--- config.mk ---
export PLATFORM = sky130hd
export DESIGN_NAME = prog_mem_arbiter_flat
export DESIGN_NICKNAME = d
export VERILOG_FILES = /design/src/rtl/prog_mem_arbiter_if.sv /design/src/rtl/prog_mem_arbiter.sv /design/src/flat_wrapper.sv
export SDC_FILE = /design/constraint.sdc
export NUM_CORES = 1
export LEC_CHECK = 0
export CAP_MARGIN = 20
export CORE_MARGIN = 4
export CORE_UTILIZATION = 38
export DETAILED_ROUTE_END_ITERATION = 16
export GPL_TIMING_DRIVEN = 0
export PLACE_DENSITY_LB_ADDON = 0.25
export SKIP_CTS_REPAIR_TIMING = 1
export SYNTH_ARGS = -nofsm -noshare
export SYNTH_HDL_FRONTEND = slang
export SYNTH_SLANG_ARGS = --single-unit
--- constraint.sdc ---
create_clock -name clk -period 2.3 [get_ports clk]
set_input_delay 0.46 -clock clk [delete_from_list [all_inputs] [get_ports clk]]
set_output_delay 0.46 -clock clk [all_outputs]
set_load 0.02 [all_outputs]
--- src/rtl/prog_mem_arbiter_if.sv ---
// ----------------------------------------------------------------------------
// prog_mem_arbiter_if
// Bundles every non-clock/non-reset signal of prog_mem_arbiter: the mode
// request, the loader stream, the CPU fetch and debug read channels, the
// single RAM port and the load status outputs.
//
//   slave  : the arbiter side (drives grants, RAM port, read returns, status)
//   master : the environment side (loader, CPU, debug, RAM, mode control)
//
// Signal summary (directions as seen by the slave):
//   mode                     in   0 = LOAD, 1 = RUN (level)
//   ld_valid/ld_data         in   loader word stream
//   ld_ready                 out  loader word accepted when ld_valid & ld_ready
//   ld_clear                 in   pulse: rewind write pointer and count
//   fetch_req/fetch_addr     in   CPU fetch request
//   fetch_gnt                out  fetch issued to RAM this cycle
//   fetch_valid/fetch_data   out  fetch return (data held between pulses)
//   dbg_req/dbg_addr         in   debug read request
//   dbg_gnt                  out  debug read issued this cycle
//   dbg_valid/dbg_data       out  debug return (data held between pulses)
//   ram_en/ram_we/ram_addr/ram_wdata  out  RAM port
//   ram_rdata                in   RAM read data, one cycle after a read
//   run_mode                 out  arbiter is in RUN
//   wr_ptr                   out  next load address
//   wr_count                 out  words loaded since clear (saturating)
//   load_full                out  wr_count == 2**ADDR_W
// ----------------------------------------------------------------------------
interface prog_mem_arbiter_if #(
  parameter int ADDR_W = 8,
  parameter int DATA_W = 16
);

  logic              mode;

  logic              ld_valid;
  logic [DATA_W-1:0] ld_data;
  logic              ld_ready;
  logic              ld_clear;

  logic              fetch_req;
  logic [ADDR_W-1:0] fetch_addr;
  logic              fetch_gnt;
  logic              fetch_valid;
  logic [DATA_W-1:0] fetch_data;

  logic              dbg_req;
  logic [ADDR_W-1:0] dbg_addr;
  logic              dbg_gnt;
  logic              dbg_valid;
  logic [DATA_W-1:0] dbg_data;

  logic              ram_en;
  logic              ram_we;
  logic [ADDR_W-1:0] ram_addr;
  logic [DATA_W-1:0] ram_wdata;
  logic [DATA_W-1:0] ram_rdata;

  logic              run_mode;
  logic [ADDR_W-1:0] wr_ptr;
  logic [ADDR_W:0]   wr_count;
  logic              load_full;

  modport slave (
    input  mode,
    input  ld_valid, ld_data, ld_clear,
    output ld_ready,
    input  fetch_req, fetch_addr,
    output fetch_gnt, fetch_valid, fetch_data,
    input  dbg_req, dbg_addr,
    output dbg_gnt, dbg_valid, dbg_data,
    output ram_en, ram_we, ram_addr, ram_wdata,
    input  ram_rdata,
    output run_mode, wr_ptr, wr_count, load_full
  );

  modport master (
    output mode,
    output ld_valid, ld_data, ld_clear,
    input  ld_ready,
    output fetch_req, fetch_addr,
    input  fetch_gnt, fetch_valid, fetch_data,
    output dbg_req, dbg_addr,
    input  dbg_gnt, dbg_valid, dbg_data,
    input  ram_en, ram_we, ram_addr, ram_wdata,
    output ram_rdata,
    input  run_mode, wr_ptr, wr_count, load_full
  );

endinterface

--- src/rtl/prog_mem_arbiter.sv ---
// ----------------------------------------------------------------------------
// prog_mem_arbiter
// Arbiter and sequencer for the single-port program RAM shared by the UART
// word loader, the CPU fetch unit and a debug readback port.
//
//   - Owns the load write pointer / word count and the LOAD/RUN mode FSM.
//   - A mode change passes through a one-cycle drain state with no grants so
//     that any read in flight returns before the other mode starts.
//   - LOAD: loader has priority over debug; fetch is never granted.
//     RUN : fetch has priority over debug; the loader is never granted.
//   - A debug request that has waited STARVE_LIMIT cycles is forced through
//     for one cycle ahead of loader/fetch.
//   - Reads have one cycle of latency; a one-bit owner tag routes the
//     returning word to fetch_* or dbg_*. Returned words are held until the
//     next return to the same requester.
//
// Ports:
//   clk    in  system clock, all state on the rising edge
//   reset  in  asynchronous, active-low reset
//   bus    prog_mem_arbiter_if.slave (see interface for the signal list)
//
// ADDR_W/DATA_W must match the parameters of the connected interface.
// ----------------------------------------------------------------------------
module prog_mem_arbiter #(
  parameter int ADDR_W       = 8,
  parameter int DATA_W       = 16,
  parameter int STARVE_LIMIT = 15   // 1..255
) (
  input  logic              clk,
  input  logic              reset,
  prog_mem_arbiter_if.slave bus
);

  // FSM encoding
  localparam logic [1:0] ST_LOAD    = 2'd0;
  localparam logic [1:0] ST_DRAIN_R = 2'd1;  // LOAD -> RUN
  localparam logic [1:0] ST_RUN     = 2'd2;
  localparam logic [1:0] ST_DRAIN_L = 2'd3;  // RUN -> LOAD

  // wr_count value when every RAM word has been written
  localparam logic [ADDR_W:0] FULL_COUNT = {1'b1, {ADDR_W{1'b0}}};
  localparam logic [7:0]      STARVE_MAX = 8'(STARVE_LIMIT);

  // --------------------------------------------------------------------------
  // State
  // --------------------------------------------------------------------------
  logic [1:0]        state_q,      state_d;
  logic [ADDR_W-1:0] wr_ptr_q,     wr_ptr_d;
  logic [ADDR_W:0]   wr_count_q,   wr_count_d;
  logic [7:0]        starve_q,     starve_d;
  logic              rd_pend_q,    rd_pend_d;     // read issued last cycle
  logic              rd_dbg_q,     rd_dbg_d;      // owner tag: 1 = debug
  logic [DATA_W-1:0] fetch_data_q, fetch_data_d;
  logic [DATA_W-1:0] dbg_data_q,   dbg_data_d;

  // --------------------------------------------------------------------------
  // Grant logic
  // --------------------------------------------------------------------------
  logic in_load;
  logic in_run;
  logic grant_window;
  logic load_full;
  logic force_dbg;
  logic ld_ready;
  logic ld_wr;
  logic fetch_gnt;
  logic dbg_gnt;

  assign in_load = (state_q == ST_LOAD);
  assign in_run  = (state_q == ST_RUN);

  // NOTE: reset is folded into the grant window so every combinational output
  // (ld_ready, grants, RAM strobe) is already 0 while reset is held low,
  // not only after the next clock edge.
  assign grant_window = reset & (in_load | in_run);

  assign load_full = (wr_count_q == FULL_COUNT);
  assign force_dbg = grant_window & bus.dbg_req & (starve_q == STARVE_MAX);

  assign ld_ready  = grant_window & in_load & ~load_full & ~bus.ld_clear & ~force_dbg;
  assign ld_wr     = ld_ready & bus.ld_valid;
  assign fetch_gnt = grant_window & in_run & bus.fetch_req & ~force_dbg;
  // Debug takes whatever slot the higher-priority requester leaves free; when
  // force_dbg is set both ld_wr and fetch_gnt are already suppressed.
  assign dbg_gnt   = grant_window & bus.dbg_req & ~(ld_wr | fetch_gnt);

  // --------------------------------------------------------------------------
  // RAM port
  // --------------------------------------------------------------------------
  logic              ram_we;
  logic [ADDR_W-1:0] ram_addr;
  logic [DATA_W-1:0] ram_wdata;

  // NOTE: every signal assigned in an always_comb gets a default first, so no
  // path leaves it unassigned and no latch is inferred.
  always_comb begin
    ram_we    = 1'b0;
    ram_addr  = '0;
    ram_wdata = '0;
    if (ld_wr) begin
      ram_we    = 1'b1;
      ram_addr  = wr_ptr_q;
      ram_wdata = bus.ld_data;
    end else if (fetch_gnt) begin
      ram_addr  = bus.fetch_addr;
    end else if (dbg_gnt) begin
      ram_addr  = bus.dbg_addr;
    end
  end

  // --------------------------------------------------------------------------
  // Next-state logic
  // --------------------------------------------------------------------------
  always_comb begin
    state_d = state_q;
    case (state_q)
      ST_LOAD:    if (bus.mode)  state_d = ST_DRAIN_R;
      ST_DRAIN_R:                state_d = ST_RUN;
      ST_RUN:     if (!bus.mode) state_d = ST_DRAIN_L;
      ST_DRAIN_L:                state_d = ST_LOAD;
      default:                   state_d = ST_LOAD;
    endcase
  end

  // Load pointer and count; a clear wins over (and blocks) a write.
  always_comb begin
    wr_ptr_d   = wr_ptr_q;
    wr_count_d = wr_count_q;
    if (bus.ld_clear) begin
      wr_ptr_d   = '0;
      wr_count_d = '0;
    end else if (ld_wr) begin
      wr_ptr_d = wr_ptr_q + 1'b1;   // wraps mod 2**ADDR_W
      if (wr_count_q != FULL_COUNT) begin
        wr_count_d = wr_count_q + 1'b1;
      end
    end
  end

  // Starvation counter: counts consecutive cycles a debug request is refused.
  // It parks at STARVE_MAX (e.g. across a drain cycle) until the grant lands.
  always_comb begin
    starve_d = starve_q;
    if (!bus.dbg_req || dbg_gnt) begin
      starve_d = '0;
    end else if (starve_q != STARVE_MAX) begin
      starve_d = starve_q + 8'd1;
    end
  end

  // Read return path
  logic fetch_valid;
  logic dbg_valid;

  assign rd_pend_d   = fetch_gnt | dbg_gnt;
  assign rd_dbg_d    = dbg_gnt;
  assign fetch_valid = rd_pend_q & ~rd_dbg_q;
  assign dbg_valid   = rd_pend_q &  rd_dbg_q;

  // The returning word is presented in the same cycle as its valid pulse and
  // captured so the output holds it until the next return.
  assign fetch_data_d = fetch_valid ? bus.ram_rdata : fetch_data_q;
  assign dbg_data_d   = dbg_valid   ? bus.ram_rdata : dbg_data_q;

  // --------------------------------------------------------------------------
  // Registers
  // --------------------------------------------------------------------------
  // NOTE: sequential state uses non-blocking assignments so every register
  // samples the pre-edge values regardless of statement order.
  always_ff @(posedge clk or negedge reset) begin
    if (!reset) begin
      state_q      <= ST_LOAD;
      wr_ptr_q     <= '0;
      wr_count_q   <= '0;
      starve_q     <= '0;
      rd_pend_q    <= 1'b0;
      rd_dbg_q     <= 1'b0;
      fetch_data_q <= '0;
      dbg_data_q   <= '0;
    end else begin
      state_q      <= state_d;
      wr_ptr_q     <= wr_ptr_d;
      wr_count_q   <= wr_count_d;
      starve_q     <= starve_d;
      rd_pend_q    <= rd_pend_d;
      rd_dbg_q     <= rd_dbg_d;
      fetch_data_q <= fetch_data_d;
      dbg_data_q   <= dbg_data_d;
    end
  end

  // --------------------------------------------------------------------------
  // Outputs
  // --------------------------------------------------------------------------
  assign bus.ld_ready    = ld_ready;
  assign bus.fetch_gnt   = fetch_gnt;
  assign bus.fetch_valid = fetch_valid;
  assign bus.fetch_data  = fetch_data_d;
  assign bus.dbg_gnt     = dbg_gnt;
  assign bus.dbg_valid   = dbg_valid;
  assign bus.dbg_data    = dbg_data_d;
  assign bus.ram_en      = ld_wr | fetch_gnt | dbg_gnt;
  assign bus.ram_we      = ram_we;
  assign bus.ram_addr    = ram_addr;
  assign bus.ram_wdata   = ram_wdata;
  assign bus.run_mode    = in_run;
  assign bus.wr_ptr      = wr_ptr_q;
  assign bus.wr_count    = wr_count_q;
  assign bus.load_full   = load_full;

endmodule

--- src/flat_wrapper.sv ---
// flat-port wrapper written by rule: the top's interface ports become plain ports
module prog_mem_arbiter_flat 
#(
  parameter int ADDR_W       = 8,
  parameter int DATA_W       = 16,
  parameter int STARVE_LIMIT = 15            
)
  (clk, reset, bus_mode, bus_ld_valid, bus_ld_data, bus_ld_clear, bus_ld_ready, bus_fetch_req, bus_fetch_addr, bus_fetch_gnt, bus_fetch_valid, bus_fetch_data, bus_dbg_req, bus_dbg_addr, bus_dbg_gnt, bus_dbg_valid, bus_dbg_data, bus_ram_en, bus_ram_we, bus_ram_addr, bus_ram_wdata, bus_ram_rdata, bus_run_mode, bus_wr_ptr, bus_wr_count, bus_load_full);
  prog_mem_arbiter_if #(.ADDR_W(ADDR_W), .DATA_W(DATA_W)) bus_i ();
  input  logic clk;
  input  logic reset;
  input wire logic [$bits(bus_i.mode)-1:0] bus_mode;
  input wire logic [$bits(bus_i.ld_valid)-1:0] bus_ld_valid;
  input wire logic [$bits(bus_i.ld_data)-1:0] bus_ld_data;
  input wire logic [$bits(bus_i.ld_clear)-1:0] bus_ld_clear;
  output wire logic [$bits(bus_i.ld_ready)-1:0] bus_ld_ready;
  input wire logic [$bits(bus_i.fetch_req)-1:0] bus_fetch_req;
  input wire logic [$bits(bus_i.fetch_addr)-1:0] bus_fetch_addr;
  output wire logic [$bits(bus_i.fetch_gnt)-1:0] bus_fetch_gnt;
  output wire logic [$bits(bus_i.fetch_valid)-1:0] bus_fetch_valid;
  output wire logic [$bits(bus_i.fetch_data)-1:0] bus_fetch_data;
  input wire logic [$bits(bus_i.dbg_req)-1:0] bus_dbg_req;
  input wire logic [$bits(bus_i.dbg_addr)-1:0] bus_dbg_addr;
  output wire logic [$bits(bus_i.dbg_gnt)-1:0] bus_dbg_gnt;
  output wire logic [$bits(bus_i.dbg_valid)-1:0] bus_dbg_valid;
  output wire logic [$bits(bus_i.dbg_data)-1:0] bus_dbg_data;
  output wire logic [$bits(bus_i.ram_en)-1:0] bus_ram_en;
  output wire logic [$bits(bus_i.ram_we)-1:0] bus_ram_we;
  output wire logic [$bits(bus_i.ram_addr)-1:0] bus_ram_addr;
  output wire logic [$bits(bus_i.ram_wdata)-1:0] bus_ram_wdata;
  input wire logic [$bits(bus_i.ram_rdata)-1:0] bus_ram_rdata;
  output wire logic [$bits(bus_i.run_mode)-1:0] bus_run_mode;
  output wire logic [$bits(bus_i.wr_ptr)-1:0] bus_wr_ptr;
  output wire logic [$bits(bus_i.wr_count)-1:0] bus_wr_count;
  output wire logic [$bits(bus_i.load_full)-1:0] bus_load_full;
  assign bus_i.mode = bus_mode;
  assign bus_i.ld_valid = bus_ld_valid;
  assign bus_i.ld_data = bus_ld_data;
  assign bus_i.ld_clear = bus_ld_clear;
  assign bus_ld_ready = bus_i.ld_ready;
  assign bus_i.fetch_req = bus_fetch_req;
  assign bus_i.fetch_addr = bus_fetch_addr;
  assign bus_fetch_gnt = bus_i.fetch_gnt;
  assign bus_fetch_valid = bus_i.fetch_valid;
  assign bus_fetch_data = bus_i.fetch_data;
  assign bus_i.dbg_req = bus_dbg_req;
  assign bus_i.dbg_addr = bus_dbg_addr;
  assign bus_dbg_gnt = bus_i.dbg_gnt;
  assign bus_dbg_valid = bus_i.dbg_valid;
  assign bus_dbg_data = bus_i.dbg_data;
  assign bus_ram_en = bus_i.ram_en;
  assign bus_ram_we = bus_i.ram_we;
  assign bus_ram_addr = bus_i.ram_addr;
  assign bus_ram_wdata = bus_i.ram_wdata;
  assign bus_i.ram_rdata = bus_ram_rdata;
  assign bus_run_mode = bus_i.run_mode;
  assign bus_wr_ptr = bus_i.wr_ptr;
  assign bus_wr_count = bus_i.wr_count;
  assign bus_load_full = bus_i.load_full;
  prog_mem_arbiter #(.ADDR_W(ADDR_W), .DATA_W(DATA_W), .STARVE_LIMIT(STARVE_LIMIT)) u_core (.clk(clk), .reset(reset), .bus(bus_i));
endmodule
== Word level (Yosys, flattened, before mapping) ==
Index checks and enable logic that the tools add are counted.

* Output and inout port bits: 82
* Bits of input ports: 55
* Register bits after elaboration: 61

* Bitwise logic cells: 23
* Multiplexer cells: 17
* Equality and inequality tests: 9
* $add $sub $neg: 3
* Reductions and logical operators: 8

{| class="wikitable"
|+ Operators with widths
! kind !! number
|-
| 8-bit two-way mux || 7
|-
| 16-bit two-way mux || 3
|-
| 9-bit two-way mux || 3
|-
| 8-bit by 1-bit adder with 8-bit output, second input constant || 2
|-
| 1-bit AND || 14
|-
| 9-bit by 1-bit adder with 9-bit output, second input constant || 1
|-
| 9-bit equality test, second input constant || 1
|-
| 9-bit inequality test, second input constant || 1
|-
| 8-bit by 4-bit equality test with 1-bit output, second input constant || 1
|-
| 8-bit by 4-bit inequality test with 1-bit output, second input constant || 1
|-
| 2-bit case mux with 4 select lines || 1
|-
| 2-bit nonzero test || 3
|-
| 1-bit NOT || 5
|-
| 2-bit equality test, second input constant || 2
|-
| 2-bit two-way mux || 2
|-
| 2-bit inequality test, second input constant || 2
|-
| 1-bit OR || 4
|-
| 2-bit AND reduction || 2
|-
| 2-bit by 1-bit equality test with 1-bit output, second input constant || 1
|-
| 2-bit zero test || 1
|-
| 1-bit zero test || 1
|-
| 1-bit logical OR || 1
|-
| 1-bit two-way mux || 1
|}

== Depth between registers and ports, before layout ==
Gate-level depths: netlist of run 1.

* Word-level depth: 14
* Gate-level depth with buffers: 8
* Depth with buffers taken out: 6

== Least setup slack after synthesis of run 1 ==
OpenSTA, ideal clock, no wires.

* Path type: reg-to-output
* Start: register u_core.wr_count_q[0] (netlist: u_core.bus.wr_count[0])
* End: output bus_ram_addr[6]
* Buffers on the path: 1
* Arrival time: 2.091 ns
* Slack: -0.251 ns
* Data required time: 1.840 ns
* Cell stages (with the launch flop): 8
* Path through: dfrtp_1 -> inv_1 -> ha_1 -> or4bb_1 -> o211ai_1 -> nor2_2 -> buf_6 -> mux2i_1

* Cells in the longest elaborated chain, start to end: 12

{| class="wikitable"
|+ Ends and longest elaborated chain
! item !! line !! text
|-
| start, declared || prog_mem_arbiter.sv:49 || <nowiki>logic [ADDR_W:0] wr_count_q, wr_count_d;</nowiki>
|-
| start signal, assigned || prog_mem_arbiter.sv:183 || <nowiki>wr_count_q <= wr_count_d;</nowiki>
|-
| 9-bit equality test * || prog_mem_arbiter.sv:77 || <nowiki>assign load_full = (wr_count_q == FULL_COUNT);</nowiki>
|-
| 1-bit NOT * || prog_mem_arbiter.sv:80 || <nowiki>assign ld_ready = grant_window & in_load & ~load_full & ~bus.ld_clear & ~force_dbg;</nowiki>
|-
| 1-bit AND * (3 in series) || prog_mem_arbiter.sv:80 ||
|-
| 1-bit AND * || prog_mem_arbiter.sv:81 || <nowiki>assign ld_wr = ld_ready & bus.ld_valid;</nowiki>
|-
| 1-bit OR || prog_mem_arbiter.sv:85 || <nowiki>assign dbg_gnt = grant_window & bus.dbg_req & ~(ld_wr | fetch_gnt);</nowiki>
|-
| 1-bit NOT || prog_mem_arbiter.sv:85 ||
|-
| 1-bit AND || prog_mem_arbiter.sv:85 ||
|-
| 8-bit two-way mux || prog_mem_arbiter.sv:106 || <nowiki>end else if (dbg_gnt) begin</nowiki>
|-
| 8-bit two-way mux || prog_mem_arbiter.sv:104 || <nowiki>end else if (fetch_gnt) begin</nowiki>
|-
| 8-bit two-way mux * || prog_mem_arbiter.sv:100 || <nowiki>if (ld_wr) begin</nowiki>
|-
| end, declared || flat_wrapper.sv:29 || <nowiki>output wire logic [$bits(bus_i.ram_addr)-1:0] bus_ram_addr;</nowiki>
|}

Every way passes the cells marked *; elsewhere a longest branch is shown, timed or not.

== Worst setup path in the final report of run 1 ==
* Start: register u_core.wr_count_q[0] (netlist: u_core.bus.wr_count[0])
* End: output bus_ram_addr[4]

The elaborated chain is that of the path after synthesis.

==> results of run 1 <==
==> critical path: stages (launching register included) <==
cell                       delay, ns
sky130_fd_sc_hd__dfrtp_2        0.44
sky130_fd_sc_hd__inv_4          0.09
sky130_fd_sc_hd__ha_4           0.13
sky130_fd_sc_hd__or4bb_4        0.47
sky130_fd_sc_hd__o211ai_1       0.21
sky130_fd_sc_hd__buf_4          0.18
sky130_fd_sc_hd__nor2_4         0.05
sky130_fd_sc_hd__buf_6          0.16
sky130_fd_sc_hd__mux2_4         0.30
sky130_fd_sc_hd__buf_6          0.13
==> flip-flops by register name (all words and copies together), names as in the netlist <==
| name | flops |
|---|---|
| u_core.starve_q | 8 |
| u_core.rd_pend_q | 1 |
| u_core.fetch_data_q | 16 |
| u_core.rd_dbg_q | 1 |
| u_core.dbg_data_q | 16 |
| u_core.bus.wr_ptr | 8 |
| u_core.bus.wr_count | 9 |
| u_core.state_q | 2 |
==> placed cells by master (no fill, tap or decap), types with 4 or more instances in the layout <==
master and instances:
sky130_fd_sc_hd__mux2i_1 6, sky130_fd_sc_hd__a21oi_1 7, sky130_fd_sc_hd__clkdlybuf4s50_1 73, sky130_fd_sc_hd__clkbuf_8 9
sky130_fd_sc_hd__a31o_1 4, sky130_fd_sc_hd__buf_6 29, sky130_fd_sc_hd__dlymetal6s2s_1 33, sky130_fd_sc_hd__nand2_1 15
sky130_fd_sc_hd__mux2_4 4, sky130_fd_sc_hd__buf_4 35, sky130_fd_sc_hd__dfrtp_2 4, sky130_fd_sc_hd__and3_4 5
sky130_fd_sc_hd__a32o_1 6, sky130_fd_sc_hd__and3_1 12, sky130_fd_sc_hd__nand4_1 4, sky130_fd_sc_hd__nand3_1 16
sky130_fd_sc_hd__nor3_1 11, sky130_fd_sc_hd__buf_2 9, sky130_fd_sc_hd__nor2_1 7, sky130_fd_sc_hd__mux2_2 33
sky130_fd_sc_hd__dfrtp_1 57, sky130_fd_sc_hd__inv_1 8
==> per-stage QoR <==
step,instance area (µm²),power [mW],TNS (ns),instances
6_report,5395,5.088,-15.00,574
5_1_grt,5395,5.372,-17.20,574
3_5_place_dp,4669,3.936,-42.69,525
2_1_floorplan,3179,2.828,-0.7564,284
3_3_place_gp,4672,3.881,-243.49,525
4_1_cts,4868,4.910,-49.33,541
==> cell type report <==
type                       instances  area (µm²)
buffer                            16       136.4
clock buffer                       9       123.9
clock inverter                     7       75.07
fill                             653        2780
inverter                          12       47.55
multi-input combinational        194        1652
sequential                        61        1531
tap                              105       131.4
timing repair buffer             170        1698
==> worst paths after layout <==
check | from | end | slack (ns) | cells after the start
min | reset | u_core.dbg_data_q[2]$_DFF_PN0_ | 0.05 | 1
max reg2reg | u_core.state_q[1]$_DFFE_PN0P_ | u_core.starve_q[3]$_DFFE_PN0P_ | 0.10 | 10
min reg2reg | u_core.dbg_data_q[11]$_DFF_PN0_ | u_core.dbg_data_q[11]$_DFF_PN0_ | 0.49 | 1
max in group asynchronous | reset | u_core.starve_q[4]$_DFFE_PN0P_ | 1.87 | 1
min in group clk | u_core.dbg_data_q[11]$_DFF_PN0_ | u_core.dbg_data_q[11]$_DFF_PN0_ | 0.49 | 1
max | u_core.bus.wr_count[0]$_DFFE_PN0P_ | bus_ram_addr[4] | -0.65 | 9
==> cells in the mapped netlist, types with 2 or more instances <==
| cell type | instances |
|---|---|
| sky130_fd_sc_hd__mux2_4 | 3 |
| sky130_fd_sc_hd__or4_1 | 2 |
| sky130_fd_sc_hd__o31a_1 | 2 |
| sky130_fd_sc_hd__nand4_1 | 4 |
| sky130_fd_sc_hd__o211ai_1 | 2 |
| sky130_fd_sc_hd__o21ai_1 | 2 |
| sky130_fd_sc_hd__xor2_1 | 3 |
| sky130_fd_sc_hd__buf_6 | 2 |
| sky130_fd_sc_hd__mux2_1 | 2 |
| sky130_fd_sc_hd__nor3_1 | 11 |
| sky130_fd_sc_hd__a32o_1 | 6 |
| sky130_fd_sc_hd__nor2b_1 | 2 |
| sky130_fd_sc_hd__inv_1 | 12 |
| sky130_fd_sc_hd__a31o_1 | 4 |
| sky130_fd_sc_hd__nand2_1 | 16 |
| sky130_fd_sc_hd__buf_2 | 3 |
| sky130_fd_sc_hd__nor4_1 | 3 |
| sky130_fd_sc_hd__a311oi_1 | 3 |
| sky130_fd_sc_hd__o311ai_0 | 2 |
| sky130_fd_sc_hd__mux2_2 | 32 |
| sky130_fd_sc_hd__or3_1 | 2 |
| sky130_fd_sc_hd__o31ai_1 | 2 |
| sky130_fd_sc_hd__nand3_1 | 17 |
| sky130_fd_sc_hd__nor2_1 | 7 |
| sky130_fd_sc_hd__o21ai_0 | 3 |
| sky130_fd_sc_hd__a31oi_1 | 2 |
| sky130_fd_sc_hd__o21a_1 | 2 |
| sky130_fd_sc_hd__o41ai_1 | 2 |
| sky130_fd_sc_hd__dfrtp_1 | 61 |
| sky130_fd_sc_hd__mux2i_1 | 8 |
| sky130_fd_sc_hd__a21oi_1 | 7 |
| sky130_fd_sc_hd__a32oi_1 | 2 |
| sky130_fd_sc_hd__ha_1 | 7 |
| sky130_fd_sc_hd__clkbuf_1 | 11 |
| sky130_fd_sc_hd__o211a_1 | 3 |
| sky130_fd_sc_hd__and3_1 | 17 |
| sky130_fd_sc_hd__and2_1 | 2 |
==> report_power, final <==
| group | leakage [nW] | switching [mW] | internal, mW |
|---|---|---|---|
| sequential | 0.766 | 0.111 | 1.40 |
| clock | 0.0918 | 0.458 | 0.503 |
| combinational | 1.80 | 1.28 | 1.33 |
| total | 2.66 | 1.85 | 3.24 |
==> kinds of logic after synthesis <==
logic type	Yosys count	share of synthesized area, %
AO/OA/AOI/OAI	48	12.21
flip-flops	61	48.20
AND/OR/NAND/NOR	90	15.65
adder cells (fa/ha/maj)	7	2.766
buffers and inverters	29	4.030
multiplexers	45	16.04
XOR/XNOR	4	1.106
==> metal layers <==
layer / wire length (µm) / part of all wire, % / up-vias / track usage (%)
li1: - / - / 1423 / -
met1: 4005 / 42 / 1455 / 24.02
met2: 4784 / 50 / 109 / 28.51
met3: 779 / 8.1 / 6 / 6.662
met4: 59 / 0.61 / 0 / 3.466
met5: 0 / 0 / - / 0
==> results summary, run 1 <==
Clock tree synthesis found a total of 61 sinks. The checks that failed: setup timing. The number of endpoints with negative hold slack in the final report is 0.

The worst setup path is launched from a flop. The setup violation total in the final timing report came out at 30. The type of the worst setup path is reg -> out.

In the synthesized netlist the async set-or-reset flop fraction comes to 100.0%. TritonCTS built the clock tree. After detailed routing, the number of remaining DRC violations is 0. In the routed layout, each cell is associated on average with a via count of 5.214.

The share of synthesized area occupied by flip-flops and latches came out at 48.20%. The net count of the finished layout is 526. The worst clock skew came out at 0.004066 ns. The worst slew slack as a fraction of its limit is 64.80%.

The first global-routing pass estimated 14.28 mm of wire. Dividing the detail-routed wire length by the instance count gives 16.78 µm. The clock latency of the later-clocked register in the worst-skew pair came out at 0.34 ns. The biggest area contributor in the post-synthesis netlist is sky130_fd_sc_hd__dfrtp_1.

137 I/O pins were placed. The number of pins exceeding their max-slew limit in the final report is 0. The post-synth design cell area is 3167 µm². The overall routing resource usage came out at 18.04%.

The leakage power of the design came out at 2.655 nW. The utilization of the core after routing came out at 65.99%. The worst hold slack across all endpoints is 0.04763 ns. For the pin with the worst max-slew slack, the measured transition is 0.5280 ns. Setup repair after global routing could not meet its margin everywhere. Summed over all nets, the half-perimeter wirelength after detailed placement is 6.581 mm. The core area came out at 8175 µm². The maximum vdd ir drop came out at 604.8 µV.

The total power per unit cell area is 943.0 nW/µm². The via count of the first global-routing pass came out at 2879. The congestion estimate from routability-driven global placement came to 0.8503. The global-route congestion overflow total is 0.

In the final layout, the share of cells above drive strength 1 is 34.12%. The iteration-0 DRC count of the detailed router is 144. The maximum number of pins on one net before global-route repair is 66.

The number of maximum-capacitance constraint violations is 0. The number of cell rows came out at 33. The top cell type by area accounts for 48.20% of the synthesized area. The number of routed nets with antenna violations came out at 0. The number of synthesis warnings is 0. In this run, CTS created clock tree buffers numbering 9.

The path class of the lowest-slack min-delay path is in -> async. The net count after synthesis is 346. The worst path arrival time came out at 2.49 ns. The critical path data required time came out at 1.84 ns. The number of detailed-routing iterations run before antenna repair came out at 4. By area the synthesized netlist is led by sky130_fd_sc_hd__dfrtp_1, sky130_fd_sc_hd__mux2_2, sky130_fd_sc_hd__and3_1. Synthesis handed over a netlist of 284 instances. Derived from the worst setup path, the maximum achievable clock frequency is 339.1 MHz. The clock edge transition at the registers on the reported setup and hold paths is 0.07 ns. The floorplan die height is 99.29 µm. The number of buffers on the longest clock path is 2. The pre-CTS setup slack is -1.195 ns. The number of antenna violations at the first check in global routing is 0. The antenna diode count came out at 0. The mean instance size in the synthesized netlist came out at 11.15 µm². The run finished, with violations left. The number of synthesized flops with an enable pin came out at 0. Summing over every cut layer, the via total after detailed routing is 2993. Setup slack on the critical path of the routed design comes to -0.6493 ns. The layout overhead on the synthesized area is 70.37%. The die outline area came out at 9859 µm². The count of distinct cell types in the synthesized netlist is 50. The routed wire length is 9.629 mm. The die span in x is 99.29 µm. The root buffer cell chosen for the clock tree is sky130_fd_sc_hd__clkbuf_8.

For this configuration, the core starts out at a cell density of 38.74%. The main flop type after synthesis is sky130_fd_sc_hd__dfrtp_1. The deepest level of the CTS H-tree came out at 3.

The worst setup path is captured at a primary output. The register bit count reported by yosys came out at 61. The largest fanout on the critical path is 7. After layout, the minimum clock period comes to 2.949 ns.

The fraction of the cycle the final worst path needs is 128.2%. The count of port buffers added during placement is 136.
Note: power is estimated with default switching activity, not from simulation.
==> inputs of run 2 (changes only) <==
Settings changed: REMOVE_ABC_BUFFERS from default to 1.
==> run 2 against run 1 <==
Compared with the run above:
- the flow still finishes with violations (setup timing)
- largest power group unchanged
- sequential share of layout area grew 1.3 points
- via count fell by 0.80%
- flip-flop and latch count is the same
- count of clock-buffer cells in the layout up 1
- wire length fell by 2.0%
- final area is 4.4% lower
- largest cell class is now multi-input gates
- global-route usage down 0.80 points
- total power shrank 3.6%
- worst setup slack lost 0.080 ns
- clock skew increased by 0.0021 ns
==> results summary, run 2 (synthesis results as in run 1) <==
The run finished, with violations left. The checks that failed: setup timing. The minimum clock period is 3.030 ns. Derived from the worst setup path, the maximum achievable clock frequency is 330.1 MHz. Leaving out fill and tap cells, the most frequent cell in the layout is sky130_fd_sc_hd__clkdlybuf4s50_1.

The count of port buffers added during placement came out at 136. TritonCTS built the clock tree. The total power per unit cell area is 951.2 nW/µm². The number of maximum-capacitance constraint violations is 0. The pre-CTS setup slack came out at -1.846 ns. The maximum number of pins on one net before global-route repair came out at 66. The worst slew slack as a fraction of its limit came out at 55.89%. The library cells used most frequently in the layout, excluding fill and tap cells, are sky130_fd_sc_hd__clkdlybuf4s50_1, sky130_fd_sc_hd__dfrtp_1, sky130_fd_sc_hd__dlymetal6s2s_1. The largest fanout on the critical path came out at 8. After global routing the overflow that remains totals 0. The number of buffers inserted during clock tree synthesis is 9.

The deepest level of the CTS H-tree is 3. The clock edge transition at the registers on the reported setup and hold paths came out at 0.07 ns. The worst path arrival time came out at 2.57 ns.

The worst setup path is of the reg -> out kind. The worst hold slack across all endpoints is 0.1037 ns. The overall routing resource usage came out at 17.24%. The total number of vias is 2969. Summed over all nets, the half-perimeter wirelength after detailed placement is 6.124 mm. The die span in x is 99.29 µm. At the pin with the least slew margin, the transition time is 0.6563 ns. The number of cell rows came out at 33. Routability-driven placement finished with a final weighted congestion of 0.8177. The worst setup path is captured at a primary output. The analysis attributes to cell leakage a power of 2.545 nW. The net switching fraction of the power came out at 36.06%. The part of the total power dissipated in combinational logic is 50.7%. The setup slack of the critical path after layout is -0.7296 ns.

The via count of the first global-routing pass is 2794. The initial core utilization is 38.74%. After the first detailed-routing iteration, the DRC count stood at 83. The fraction of power consumed by the clock network came out at 18.4%. The part of the power in registers is 30.9%. The critical path data required time is 1.84 ns. The number of antenna violations at the first check in global routing is 0. The net count of the finished layout came out at 505. In this run the standard cell core region covers 8175 µm². For the final routed database, the setup TNS stands at -12.14 ns.

The average wire per cell in the routed design came out at 17.09 µm. The residual DRC count is 0. The maximum vdd ir drop came out at 330.3 µV. The floorplan die height is 99.29 µm. The number of detailed-routing iterations run before antenna repair came out at 5. The number of pins exceeding their max-slew limit in the final report is 0. Of the available clock period, the critical path in the final layout requires 131.7%.

The layout overhead on the synthesized area came out at 62.90%. The die outline area came out at 9859 µm². The number of vias per cell is 5.379. The path class of the lowest-slack min-delay path is in -> async. The number of endpoints with negative hold slack in the final report came to 0. Once detail routing completed, the nets flagged for antenna violations numbered 0. The number of buffers on the longest clock path came out at 2.

STA classifies the critical path startpoint as a flop. The clock latency of the later-clocked register in the worst-skew pair came out at 0.33 ns. The utilization of the core after routing is 63.10%. The number of antenna diodes in the final layout is 0.

The setup violation total in the final timing report came out at 29. Setup repair after global routing could not meet its margin everywhere. The post-route netlist has 30.65% of its cells at a drive strength greater than 1.

The worst clock skew is 0.006162 ns. The design internal power came out at 3.137 mW. The routed wire length came out at 9.432 mm.

The tree is rooted in a sky130_fd_sc_hd__clkbuf_8. The total number of clock tree sinks is 61. The global-route wire length before repair is 13.45 mm.

Summed over all nets, the switching power comes to 1.769 mW. The boundary pin count came out at 137.
==> run 2: changes by cell type in the layout (fill, tap and decap cells not counted), moves of 5 or more <==
cell                     delta
sky130_fd_sc_hd__and3_1     +5
sky130_fd_sc_hd__buf_2      +7
sky130_fd_sc_hd__buf_6     -19
sky130_fd_sc_hd__buf_4      -9
sky130_fd_sc_hd__and3_4     -5
==> run 2: path summary, 6_finish.rpt <==
path                                                     from                                  to  slack, ns  cells past startpoint
max                        u_core.bus.wr_count[0]$_DFFE_PN0P_                          bus_ram_en      -0.73                      9
min                                                     reset      u_core.dbg_data_q[9]$_DFF_PN0_       0.10                      1
max reg2reg                u_core.bus.wr_count[0]$_DFFE_PN0P_      u_core.starve_q[7]$_DFFE_PN0P_       0.15                      9
min reg2reg                    u_core.dbg_data_q[7]$_DFF_PN0_      u_core.dbg_data_q[7]$_DFF_PN0_       0.49                      1
max in group asynchronous                               reset  u_core.bus.wr_count[0]$_DFFE_PN0P_       1.75                      1
min in group clk               u_core.dbg_data_q[7]$_DFF_PN0_      u_core.dbg_data_q[7]$_DFF_PN0_       0.49                      1
==> run 2: power by group through the flow <==
stage	Combinational, mW	Clock (mW)	Sequential (mW)
6_report	2.49	0.902	1.52
4_1_cts	2.36	0.924	1.50
3_3_place_gp	2.32	0	1.50
3_5_place_dp	2.35	0	1.52
5_1_grt	2.67	0.975	1.55
2_1_floorplan	1.28	0	1.49
==> run 2: cell type report <==
cell class	count	area, µm²
fillers	667	3017
inverters	12	48.80
clock buffers	10	127.6
flip-flops and latches	61	1530
multi-input cells	196	1672
clock inverters	5	52.55
repair buffers	163	1597
well taps	105	131.4
==> run 2: critical path: stages (launching register included) <==
cell                       delay [ns]
sky130_fd_sc_hd__dfrtp_2         0.44
sky130_fd_sc_hd__inv_2           0.10
sky130_fd_sc_hd__ha_4            0.14
sky130_fd_sc_hd__or4bb_4         0.47
sky130_fd_sc_hd__o211ai_1        0.18
sky130_fd_sc_hd__buf_4           0.19
sky130_fd_sc_hd__nor2_4          0.08
sky130_fd_sc_hd__buf_6           0.15
sky130_fd_sc_hd__or3_4           0.35
sky130_fd_sc_hd__buf_6           0.14
==> run 2: per-layer routing <==
layer | global-route usage [%] | part of all wire (%)
met2 | 27.63 | 47
met4 | 6.408 | 1.9
met3 | 8.205 | 10
met1 | 20.12 | 41
met5 | 0 | 0
==> run 2: per-stage QoR <==
step           cell area [µm²]  cells  total power [mW]
2_1_floorplan             3084    267             2.775
3_3_place_gp              4577    508             3.819
3_5_place_dp              4577    508             3.869
4_1_cts                   4757    523             4.779
5_1_grt                   5159    552             5.201
6_report                  5159    552             4.907
